[src/rtl/counter_event_monitor.sv]
// Event monitor for the up/down counter host: counts overflow/underflow edges, queues tagged snapshots, raises an acked alarm.
// Optional COUNTER_EVT_TIMESTAMP_EN prepends a 16-bit free-running cycle stamp to every FIFO entry.
module counter_event_monitor #(
  parameter int COUNTER_WIDTH = 16,
  parameter int EVT_CNT_WIDTH = 8,
  parameter int FIFO_DEPTH    = 4,
  parameter int ALARM_THRESH  = 8
) (
  input  logic                             clk,
  input  logic                             rst,
  input  logic [COUNTER_WIDTH-1:0]         counter_value,
  input  logic                             counter_overflow,
  input  logic                             counter_underflow,
  input  logic                             clear,
  input  logic                             evt_ready,
  input  logic                             alarm_ack,
  output logic                             evt_valid,
`ifdef COUNTER_EVT_TIMESTAMP_EN
  output logic [COUNTER_WIDTH+17:0]        evt_data,
`else
  output logic [COUNTER_WIDTH+1:0]         evt_data,
`endif
  output logic [EVT_CNT_WIDTH-1:0]         ovf_count,
  output logic [EVT_CNT_WIDTH-1:0]         udf_count,
  output logic [$clog2(FIFO_DEPTH):0]      fifo_level,
  output logic                             evt_dropped,
  output logic                             alarm
);

  localparam int PTR_W = $clog2(FIFO_DEPTH);
  localparam int LVL_W = PTR_W + 1;
`ifdef COUNTER_EVT_TIMESTAMP_EN
  localparam int ENTRY_W = COUNTER_WIDTH + 18;
`else
  localparam int ENTRY_W = COUNTER_WIDTH + 2;
`endif

  localparam logic [EVT_CNT_WIDTH-1:0] CNT_ONE  = 1;
  localparam logic [PTR_W-1:0]         PTR_ONE  = 1;
  localparam logic [LVL_W-1:0]         LVL_ONE  = 1;
  localparam logic [LVL_W-1:0]         LVL_FULL = LVL_W'(FIFO_DEPTH);
  localparam logic [EVT_CNT_WIDTH:0]   THRESH_V = (EVT_CNT_WIDTH+1)'(ALARM_THRESH);

  typedef enum logic [1:0] {NORMAL, ALARMED, ACKED} alarm_state_t;

  alarm_state_t               state;
  logic                       ovf_q;
  logic                       udf_q;
  logic                       ovf_ev;
  logic                       udf_ev;
  logic                       any_ev;
  logic [ENTRY_W-1:0]         mem [FIFO_DEPTH];
  logic [ENTRY_W-1:0]         new_entry;
  logic [PTR_W-1:0]           wr_ptr;
  logic [PTR_W-1:0]           rd_ptr;
  logic                       fifo_full;
  logic                       push;
  logic                       pop;
  logic [EVT_CNT_WIDTH:0]     total;

  assign ovf_ev    = counter_overflow & ~ovf_q;
  assign udf_ev    = counter_underflow & ~udf_q;
  assign any_ev    = ovf_ev | udf_ev;
  assign fifo_full = (fifo_level == LVL_FULL);
  assign evt_valid = (fifo_level != '0);
  assign evt_data  = mem[rd_ptr];

  // clear wins over both sides of the FIFO; a full FIFO still accepts a push when the head leaves this cycle
  assign pop  = evt_valid & evt_ready & ~clear;
  assign push = any_ev & ~clear & (~fifo_full | pop);
  assign total = {1'b0, ovf_count} + {1'b0, udf_count};

`ifdef COUNTER_EVT_TIMESTAMP_EN
  logic [15:0] timestamp;

  always_ff @(posedge clk or posedge rst) begin
    if (rst) timestamp <= '0;
    else     timestamp <= timestamp + 16'd1;
  end

  assign new_entry = {timestamp, udf_ev, ovf_ev, counter_value};
`else
  assign new_entry = {udf_ev, ovf_ev, counter_value};
`endif

  // Edge-detect registers track the raw flags even through clear, so a held flag is not seen as new afterwards
  always_ff @(posedge clk or posedge rst) begin
    if (rst) begin
      ovf_q <= 1'b0;
      udf_q <= 1'b0;
    end else begin
      ovf_q <= counter_overflow;
      udf_q <= counter_underflow;
    end
  end

  always_ff @(posedge clk or posedge rst) begin
    if (rst) begin
      for (int i = 0; i < FIFO_DEPTH; i++) mem[i] <= '0;
    end else if (push) begin
      mem[wr_ptr] <= new_entry;
    end
  end

  always_ff @(posedge clk or posedge rst) begin
    if (rst) begin
      wr_ptr      <= '0;
      rd_ptr      <= '0;
      fifo_level  <= '0;
      evt_dropped <= 1'b0;
    end else if (clear) begin
      wr_ptr      <= '0;
      rd_ptr      <= '0;
      fifo_level  <= '0;
      evt_dropped <= 1'b0;
    end else begin
      if (push) wr_ptr <= wr_ptr + PTR_ONE;
      if (pop)  rd_ptr <= rd_ptr + PTR_ONE;
      case ({push, pop})
        2'b10:   fifo_level <= fifo_level + LVL_ONE;
        2'b01:   fifo_level <= fifo_level - LVL_ONE;
        default: fifo_level <= fifo_level;
      endcase
      if (any_ev && !push) evt_dropped <= 1'b1;
    end
  end

  // Saturating event counters; a dropped event is still counted
  always_ff @(posedge clk or posedge rst) begin
    if (rst) begin
      ovf_count <= '0;
      udf_count <= '0;
    end else if (clear) begin
      ovf_count <= '0;
      udf_count <= '0;
    end else begin
      if (ovf_ev && (ovf_count != '1)) ovf_count <= ovf_count + CNT_ONE;
      if (udf_ev && (udf_count != '1)) udf_count <= udf_count + CNT_ONE;
    end
  end

  // The FSM looks at the already-updated counters, so alarm lands one cycle after the qualifying count
  always_ff @(posedge clk or posedge rst) begin
    if (rst) begin
      state <= NORMAL;
      alarm <= 1'b0;
    end else if (clear) begin
      state <= NORMAL;
      alarm <= 1'b0;
    end else begin
      case (state)
        NORMAL: begin
          if (total >= THRESH_V) begin
            state <= ALARMED;
            alarm <= 1'b1;
          end
        end
        ALARMED: begin
          if (alarm_ack) begin
            state <= ACKED;
            alarm <= 1'b0;
          end
        end
        ACKED: begin
          alarm <= 1'b0;
        end
        default: begin
          state <= NORMAL;
          alarm <= 1'b0;
        end
      endcase
    end
  end

endmodule

[config.mk]
export PLATFORM = sky130hd
export DESIGN_NAME = counter_event_monitor
export DESIGN_NICKNAME = d
export VERILOG_FILES = /design/src/rtl/counter_event_monitor.sv
export SDC_FILE = /design/constraint.sdc
export NUM_CORES = 1
export LEC_CHECK = 0
export CORE_AREA = 2 2 92 94
export CTS_BUF_LIST = sky130_fd_sc_hd__clkbuf_4 sky130_fd_sc_hd__clkbuf_8
export DETAILED_ROUTE_END_ITERATION = 16
export DIE_AREA = 0 0 94 96
export HOLD_SLACK_MARGIN = 0.03
export PLACE_DENSITY = 0.87
export SLEW_MARGIN = 25
export SYNTH_ARGS = -nofsm -noshare
export SYNTH_HDL_FRONTEND = slang
export SYNTH_SLANG_ARGS = --single-unit
export TNS_END_PERCENT = 100
[constraint.sdc]
create_clock -name clk -period 10.4 [get_ports clk]
set_clock_uncertainty 0.15 [all_clocks]
set_input_delay 2.6 -clock clk [delete_from_list [all_inputs] [get_ports clk]]
set_output_delay 2.6 -clock clk [all_outputs]
set_load 0.1 [all_outputs]
* Word level (Yosys, flattened, before mapping)
Cells that the tools add are included.
** Storage, ports and cells
- Word-level logic and storage cells :: 90
- Bits in registers :: 101
- Bits of input ports :: 23
- Output and inout bits :: 40
** Cells by class
- Muxes and demuxes :: 26
- Eq/ne operators :: 10
- Magnitude comparators :: 4
- Add/subtract/negate cells :: 7
- Bitwise operators :: 14
- Reductions and logical operators :: 15
** Operator list (count)
- $bwmux 72 :: 1
- $mux 18 :: 3
- $bmux 18 s2 :: 1
- $demux 18 s2 :: 1
- $mux 8 :: 4
- $add 8x1->8 const B :: 2
- $ne 8x8->1 const B :: 2
- $mux 2 :: 7
- $reduce_bool 2->1 :: 5
- $add 8x8->9 :: 1
- $ge 9x4->1 const B :: 1
- $and 1x1->1 :: 6
- $ge 3x3->1 const B :: 2
- $ne 3x3->1 const B :: 2
- $not 2->3 :: 2
- $pmux 2 s3 :: 1
- $pmux 3 s2 :: 1
- $reduce_bool 3->1 :: 2
- $mux 1 :: 5
- $add 2x1->2 const B :: 2
- $eq 2x1->1 const B :: 2
- $eq 2x2->1 const B :: 2
- $logic_and 1x1->1 :: 4
- $not 1->1 :: 4
- 12 further kinds :: 13

* Longest topological paths before layout
Gate-level depths: netlist (run 1).
- Depth after elaboration :: 9
- Gate-level depth with buffers :: 8
- Mapped depth without buffers :: 7

* Least setup slack after synthesis (run 1)
No wires, ideal clock.
- Kind :: flip-flop to output port
- Start :: register fifo_level[0]
- End :: output port evt_valid
- Stages on the path, launching flop included :: 2
- Data required time :: 7.650 ns
- Data arrival time :: 1.878 ns
- Setup slack :: 5.772 ns
- Cell sequence :: dfrtp_1 > or3_1
** Between the ends
- Word-level cells in the longest chain between the ends :: 1
** Ends and longest elaborated chain
- from (decl) :: line 25 : output logic [$clog2(FIFO_DEPTH):0] fifo_level,
- from (signal assigned) :: line 120 : 2'b10: fifo_level <= fifo_level + LVL_ONE;
- from (signal assigned) :: line 121 : 2'b01: fifo_level <= fifo_level - LVL_ONE;
- from (signal assigned) :: line 122 : default: fifo_level <= fifo_level;
- $reduce_bool 3->1 :: line 65 : assign evt_valid = (fifo_level != '0);
- to (decl) :: line 17 : output logic evt_valid,
Every way passes these cells.

* Worst setup path in the final report (run 1)
- Start :: register rd_ptr[0]
- End :: output port evt_data[5]
** Between the ends
- Word-level cells in the longest chain between the ends :: 4
** Ends and longest elaborated chain
- from (decl) :: line 55 : logic [PTR_W-1:0] rd_ptr;
- from (signal assigned) :: line 118 : if (pop) rd_ptr <= rd_ptr + PTR_ONE;
- $not 2->3 (implied by the code) :: line 66 : assign evt_data = mem[rd_ptr];
- $bmux 18 s2 :: line 66
- $mux 18 (implied by the code) (2 in a row) :: line 66
- to (decl) :: line 21 : output logic [COUNTER_WIDTH+1:0] evt_data,
Every way passes these cells. The select of a mux whose other input is x is not followed.

==> out/metrics.csv, run 1 <==
stage;metric;value;unit
floorplan;Initial Utilization;60.6;%
job;max cap viols;0;
clocking;CTS sink count;101;
setup_path;worst path required time;7.65;ns
synth;post-synth top area share;51.8;%
pwr;maximum VDD drop;0.313;mV
clocking;Hold Buf Count CTS;0;
route;First DRT Iteration DRCs;146;
cells_and_area;n_diodes;0;
cells_and_area;Nets;468;
synth;Mapped Avg Cell Area;13.3;sq um
synth;Post-Syn Area;0.00488;sq mm
setup_path;crit path capture type;output port;
floorplan;die width;94;microns
floorplan;core area;0.00805;sq mm
synth;simple logic cell fraction of the synthesized area;10.0;%
timing;final count of pins violating max slew;0;
synth;mux contribution to synthesized area;23.7;%
synth;EDFF count, synth;0;
pwr;Combinational Power Share;49.9;%
clocking;insertion delay to the later sink of the worst-skew pair;0.36;ns
global_routing;initial antenna violation count;0;
cells_and_area;Finished Core Util;72.2;%
synth;Synthesized Nets;406;
setup_path;worst r2r src;udf_q;
cells_and_area;fillcell total;558;
min_path;HP Start;mem[34];
synth;top cells by count, synth;dfrtp_1, mux2_2, nand2_1;
pwr;Clk network pwr share;15.6;%
global_routing;number of global-route vias before repair;3290;
global_routing;total track usage;23.2;%
clocking;clk buf depth;2;
timing;final hold violations;0;
setup_path;crit path max fanout;11;
timing;Tmin final;5.72;ns
pwr;Cell Int Power;0.000956;W
floorplan;IO Count;63;
outcome;outcome;completed;
clocking;CTS resizes;0;
global_routing;first-pass GRT wire length;16.1;mm
floorplan;Die ar.;0.00902;sq mm
route;Routed WL;9.75;mm
synth;post-synthesis sequential area ratio;51.8;%
setup_path;FF-to-FF End;mem[21];
placed_design;DP Wirelength;6.61;mm
global_routing;grt total ovfl;0;
cells_and_area;Reg area;0.00253;sq mm
synth;cell taking the most area after synthesis;dfrtp_1;
route;vias per cell;5.94;
floorplan;row count;33;
timing;Least-Margin Pin Slew;0.989;ns
global_routing;largest net degree at the start of global routing;56;
route;First-pass DRT Iterations;4;
synth;Post-synth top flop;dfrtp_1;
pwr;Cell Pwr Density;302;mW/mm^2
timing;RSZ-0062 raised after global routing;false;
min_path;worst hold endpoint;mem[34];
placed_design;I/O Buffers;62;
timing;Setup Viol. Count Final;0;
setup_path;WS Path Type;flip-flop to output port;
floorplan;Die Height;96;microns
synth;synth warn;0;
synth;Post-Syn Instances;367;
route;via count;3194;
synth;Synth Area in Compound Gates;5.25;%
synth;Synth area leaders;dfrtp_1, mux2_2, mux4_2, ha_1, nand2_1;
setup_path;Setup crit start kind;flip-flop;
setup_path;FF-to-FF setup slack;7.73;ns
clocking;postcts setup bufs;0;
timing;final period utilization;55.0;%
synth;ys async rst share;100;%
setup_path;cells on worst reg2reg path;4;
cells_and_area;area grow syn2layout;19.1;%
route;antenna violation net count after detailed routing;0;
synth;count leader, synth;dfrtp_1;
pwr;Leakage;2.52;nW
setup_path;Worst EP arrival;2.97;ns
route;Wirelength per Cell;18.1;microns
clocking;CTS tree;built;
timing;Slew headroom;33.9;%
synth;Post-Synth Adder-Cell Area;4.41;%
min_path;Tightest Hold Check Type;flip-flop to flip-flop;
clocking;buffer type at the clock tree root;clkbuf_8;
min_path;Hold Path Depth;2;
pwr;sw power;0.000801;W
synth;Synth Area in XOR/XNOR;3.02;%
clocking;htree depth;3;
pwr;Switching Share;45.6;%
synth;largest family of logic cells by synthesized area;multiplexers;
clocking;clock slew at reported path FFs;0.09;ns
cells_and_area;proportion of layout cells with a drive suffix above 1;24.9;%
clocking;CTS buffer count;9;
placed_design;GPL Wtd Cong;0.916;
pwr;Seq pwr share;34.4;%
synth;flops & latches, synth;101;
timing;Setup TNS Final;0;ns
cells_and_area;area of the multi-input gates;0.00226;sq mm
timing;Fmax;0.175;GHz
route;# DRC;0;
synth;Unique masters post-synth;46;
## cell type report
| type | instances | share of cell area, % |
|---|---|---|
| Tap cell | 105 | 2.26 |
| Timing Repair Buffer | 65 | 11.1 |
| Multi-Input combinational cell | 246 | 39.0 |
| Inverter | 6 | 0.430 |
| Clock inverter | 5 | 1.44 |
| Sequential cell | 101 | 43.5 |
| Clock buffer | 10 | 2.37 |
## placed cells by master, fill, tap and decap left out, types with 2 or more instances in the layout
master,instances
a21o_1,3
mux4_2,18
buf_4,3
nor3b_1,2
clkdlybuf4s50_1,62
o21ai_0,12
o31ai_1,2
mux2i_1,3
clkinvlp_4,2
nand4_1,5
nor2_1,21
mux2_2,63
nor4_1,2
ha_1,14
a21oi_1,11
dfrtp_1,101
nand2b_1,2
inv_1,5
clkbuf_8,10
bufinv_16,2
xor2_1,10
and3_1,5
a21boi_0,2
nand2_1,24
and4_1,2
nor3_1,7
or4_1,2
xnor2_1,5
and2_1,2
nand2b_4,2
or3_1,5
fa_1,2
nand3_1,6
## how the worst max path moves through the flow
stage	cells past startpoint	from	end	slack (ns)
finish	3	rd_ptr[0]	evt_data[5]	4.68
global route	3	rd_ptr[0]	evt_data[5]	4.54
CTS	3	rd_ptr[0]	evt_data[5]	4.62
detailed placement	5	counter_overflow	mem[21]	5.02
global placement	3	rd_ptr[0]	evt_data[12]	5.05
floorplan	1	rst	alarm	5.00
## per-stage QoR
step / instances / total power [W] / hold WS [ns] / setup WS (ns) / instance area (sq um)
2_1_floorplan: 367 / 0.00131 / 0.295 / 5.00 / 4880
6_report: 538 / 0.00176 / 0.339 / 4.68 / 5810
4_1_cts: 538 / 0.00177 / 0.338 / 4.62 / 5810
3_3_place_gp: 523 / 0.00147 / 0.323 / 5.05 / 5590
3_5_place_dp: 523 / 0.00149 / 0.318 / 5.02 / 5590
5_1_grt: 538 / 0.00183 / 0.369 / 4.54 / 5810
## per-layer routing
metal	vias to the layer above	routed length, microns	global-route usage, %
met5	-	0	0
met4	0	168	6.76
met3	14	409	5.40
met2	90	4840	38.2
met1	1626	4330	31.2
li1	1464	-	-
## state kept, by name (all words and copies together) (netlist names)
name,count
wr_ptr,2
ovf_q,1
rd_ptr,2
udf_q,1
evt_dropped,1
fifo_level,3
state,2
alarm,1
udf_count,8
mem,72
ovf_count,8
## worst max-delay path, cell delays in order (launching register included)
cell,delay [ns]
dfrtp_1,0.72
buf_4,0.36
mux4_2,0.53
clkdlybuf4s50_1,0.99
## power groups by stage
| stage | registers (W) | logic (W) | clock network, W |
|---|---|---|---|
| after floorplan | 0.000620 | 0.000689 | 0 |
| after global placement | 0.000604 | 0.000864 | 0 |
| after detailed placement | 0.000612 | 0.000879 | 0 |
| after CTS | 0.000606 | 0.000883 | 0.000280 |
| after global routing | 0.000621 | 0.000913 | 0.000297 |
| final | 0.000605 | 0.000877 | 0.000275 |
## cell families (layout without fill, tap and decap cells)
| family | after synthesis | count (layout) |
|---|---|---|
| and+or+nand+nor | 91 | 91 |
| muxes | 85 | 85 |
| xor gates and xnor gates | 16 | 16 |
| adders and majority gates | 16 | 16 |
| DFF | 101 | 101 |
| AOI/OAI and AO/OA | 38 | 38 |
| buffers and inverters | 20 | 86 |
Note: power is estimated with default switching activity, not from simulation.
==> inputs of run 2 (changes only) <==
--- a/config.mk
+++ b/config.mk
@@ -5,12 +5,12 @@
 export SDC_FILE = /design/constraint.sdc
 export NUM_CORES = 1
 export LEC_CHECK = 0
-export CORE_AREA = 2 2 92 94
+export CORE_AREA = 2 2 96 98
 export CTS_BUF_LIST = sky130_fd_sc_hd__clkbuf_4 sky130_fd_sc_hd__clkbuf_8
 export DETAILED_ROUTE_END_ITERATION = 16
-export DIE_AREA = 0 0 94 96
+export DIE_AREA = 0 0 98 100
 export HOLD_SLACK_MARGIN = 0.03
-export PLACE_DENSITY = 0.87
+export PLACE_DENSITY = 0.81
 export SLEW_MARGIN = 25
 export SYNTH_ARGS = -nofsm -noshare
 export SYNTH_HDL_FRONTEND = slang
==> constraint.sdc (replaced) <==
create_clock -name clk -period 5.9 [get_ports clk]
set_clock_uncertainty 0.15 [all_clocks]
set_input_delay 1.475 -clock clk [delete_from_list [all_inputs] [get_ports clk]]
set_output_delay 1.475 -clock clk [all_outputs]
set_load 0.1 [all_outputs]
==> run 2 against run 1 <==
Global-route usage fell by 1.5 points. Hold slack about the same. Total power is 77% higher. Sequential power grew 75%. Critical endpoint is now evt_data[17]. Critical path type unchanged.
==> out/metrics.csv, run 2 (synthesis gave the netlist of run 1 again) <==
stage;metric;value;unit;change
floorplan;IO Count;63;;unchanged
clocking;clk buf depth;2;;unchanged
route;via count;3204;;was 3,194
cells_and_area;proportion of layout cells with a drive suffix above 1;25.1;%;was 24.9%
timing;Slew headroom;33.6;%;was 33.9%
placed_design;I/O Buffers;62;;unchanged
cells_and_area;leading cell types in the layout, fill and taps excluded;dfrtp_1, mux2_2, clkdlybuf4s50_1;;unchanged
setup_path;WS Path Type;flip-flop to output port;;unchanged
timing;Setup TNS Final;0;ns;unchanged
cells_and_area;Biggest register;mem;;unchanged
clocking;postcts setup bufs;0;;unchanged
clocking;htree depth;3;;unchanged
cells_and_area;fillcell total;666;;was 558
setup_path;worst path required time;4.28;ns;was 7.65 ns
setup_path;Worst EP arrival;2.87;ns;was 2.97 ns
global_routing;grt total ovfl;0;;unchanged
placed_design;DP Wirelength;6.62;mm;was 6.61 mm
route;First DRT Iteration DRCs;129;;was 146
route;antenna violation net count after detailed routing;0;;unchanged
floorplan;Die ar.;0.00980;sq mm;was 0.00902 sq mm
setup_path;Setup crit start kind;flip-flop;;unchanged
global_routing;number of global-route vias before repair;3364;;was 3,290
clocking;CTS sink count;101;;unchanged
global_routing;initial antenna violation count;0;;unchanged
cells_and_area;Nets;468;;unchanged
placed_design;GPL Wtd Cong;0.763;;was 0.916
cells_and_area;area of the multi-input gates;0.00226;sq mm;unchanged
global_routing;first-pass GRT wire length;16.7;mm;was 16.1 mm
job;max cap viols;0;;unchanged
floorplan;Die Height;100;microns;was 96 microns
timing;RSZ-0062 raised after global routing;false;;unchanged
pwr;Leakage;2.54;nW;was 2.52 nW
pwr;final total power;0.00310;W;was 0.00176 W
clocking;buffer type at the clock tree root;clkbuf_8;;unchanged
clocking;CTS resizes;0;;unchanged
cells_and_area;area grow syn2layout;19.4;%;was 19.1%
setup_path;crit path max fanout;15;;was 11
floorplan;core area;0.00889;sq mm;was 0.00805 sq mm
global_routing;total track usage;21.7;%;was 23.2%
floorplan;die width;98;microns;was 94 microns
clocking;CTS tree;built;;unchanged
route;Wirelength per Cell;17.7;microns;was 18.1 microns
timing;Least-Margin Pin Slew;0.992;ns;was 0.989 ns
route;vias per cell;5.88;;was 5.94
global_routing;largest net degree at the start of global routing;66;;was 56
timing;final count of pins violating max slew;0;;unchanged
clocking;Hold Buf Count CTS;0;;unchanged
clocking;CTS buffer count;9;;unchanged
cells_and_area;max reg flops;72;;unchanged
cells_and_area;Reg area;0.00253;sq mm;unchanged
clocking;insertion delay to the later sink of the worst-skew pair;0.36;ns;about the same
route;First-pass DRT Iterations;6;;was 4
pwr;maximum VDD drop;0.332;mV;was 0.313 mV
cells_and_area;n_diodes;0;;unchanged
timing;Fmax;0.222;GHz;
clocking;clock slew at reported path FFs;0.09;ns;about the same
timing;final hold violations;0;;unchanged
outcome;outcome;completed;;unchanged
cells_and_area;most common cell after layout, fill and taps aside;dfrtp_1;;unchanged
route;# DRC;0;;unchanged
timing;Tmin final;4.50;ns;
floorplan;row count;35;;was 33
min_path;Tightest Hold Check Type;flip-flop to flip-flop;;unchanged
cells_and_area;Largest regs;mem (72), ovf_count (8), udf_count (8);;unchanged
setup_path;crit path capture type;output port;;unchanged
route;Routed WL;9.62;mm;was 9.75 mm
floorplan;Initial Utilization;54.9;%;was 60.6%
timing;Setup Viol. Count Final;0;;unchanged
timing;final period utilization;76.2;%;
pwr;Cell Pwr Density;532;mW/mm^2;was 302 mW/mm^2
## run 2: cell count changes in the layout (fill, tap and decap cells not counted)
cell | previous run | this run
clkbuf_8 | 10 | 11
clkbuf_4 | 0 | 1
inv_6 | 1 | 0
clkinvlp_4 | 2 | 0
clkinv_2 | 0 | 2
## run 2: power breakdown
part / internal, W / switching (W) / total [W]
Combinational: 0.000517 / 0.00104 / 0.00155
Clock: 0.000265 / 0.000222 / 0.000488
Sequential: 0.000919 / 0.000145 / 0.00106
## run 2: metrics by stage
| stage | area [sq um] | setup slack (ns) | util (%) | hold WS (ns) | instances |
|---|---|---|---|---|---|
| after floorplan | 4880 | 1.63 | - | 0.295 | 367 |
| after global placement | 5600 | 1.79 | 63.0 | 0.306 | 529 |
| after detailed placement | 5600 | 1.71 | 63.0 | 0.320 | 529 |
| after CTS | 5830 | 1.37 | 65.6 | 0.341 | 545 |
| after global routing | 5830 | 1.30 | 65.6 | 0.365 | 545 |
| final | 5830 | 1.40 | 65.6 | 0.338 | 545 |
## run 2: final timing paths
| kind | from | endpoint | slack (ns) | depth (start not counted) |
|---|---|---|---|---|
| max in group asynchronous | rst | mem[52] | 3.18 | 3 |
| setup reg to reg | ovf_q | mem[21] | 3.28 | 4 |
| min in group asynchronous | rst | mem[57] | 1.46 | 2 |
| hold / removal | mem[52] | mem[52] | 0.34 | 2 |
| setup / recovery | rd_ptr[0] | evt_data[17] | 1.40 | 3 |
| hold reg to reg | mem[52] | mem[52] | 0.34 | 2 |
## run 2: cell type report
cell class	instances	share of cell area, %
tap	111	2.38
clock inverter	4	1.20
multi-input combinational	246	38.9
timing repair buffer	65	11.0
clock buffer	12	2.73
inverter	6	0.429
sequential	101	43.4
## run 2: worst max-delay path, stage by stage (launching register included)
cell and delay [ns]:
dfrtp_1 0.55, buf_4 0.39, mux4_2 0.58, clkdlybuf4s50_1 0.99
## run 2: layer usage
metal | wire length, microns | GRT usage [%] | part of all wire, % | up-vias
li1 | - | - | - | 1456
met1 | 4310 | 29.4 | 45 | 1649
met2 | 4700 | 34.8 | 49 | 83
met3 | 419 | 4.67 | 4.4 | 16
met4 | 194 | 8.65 | 2.0 | 0
met5 | 0 | 0 | 0 | -
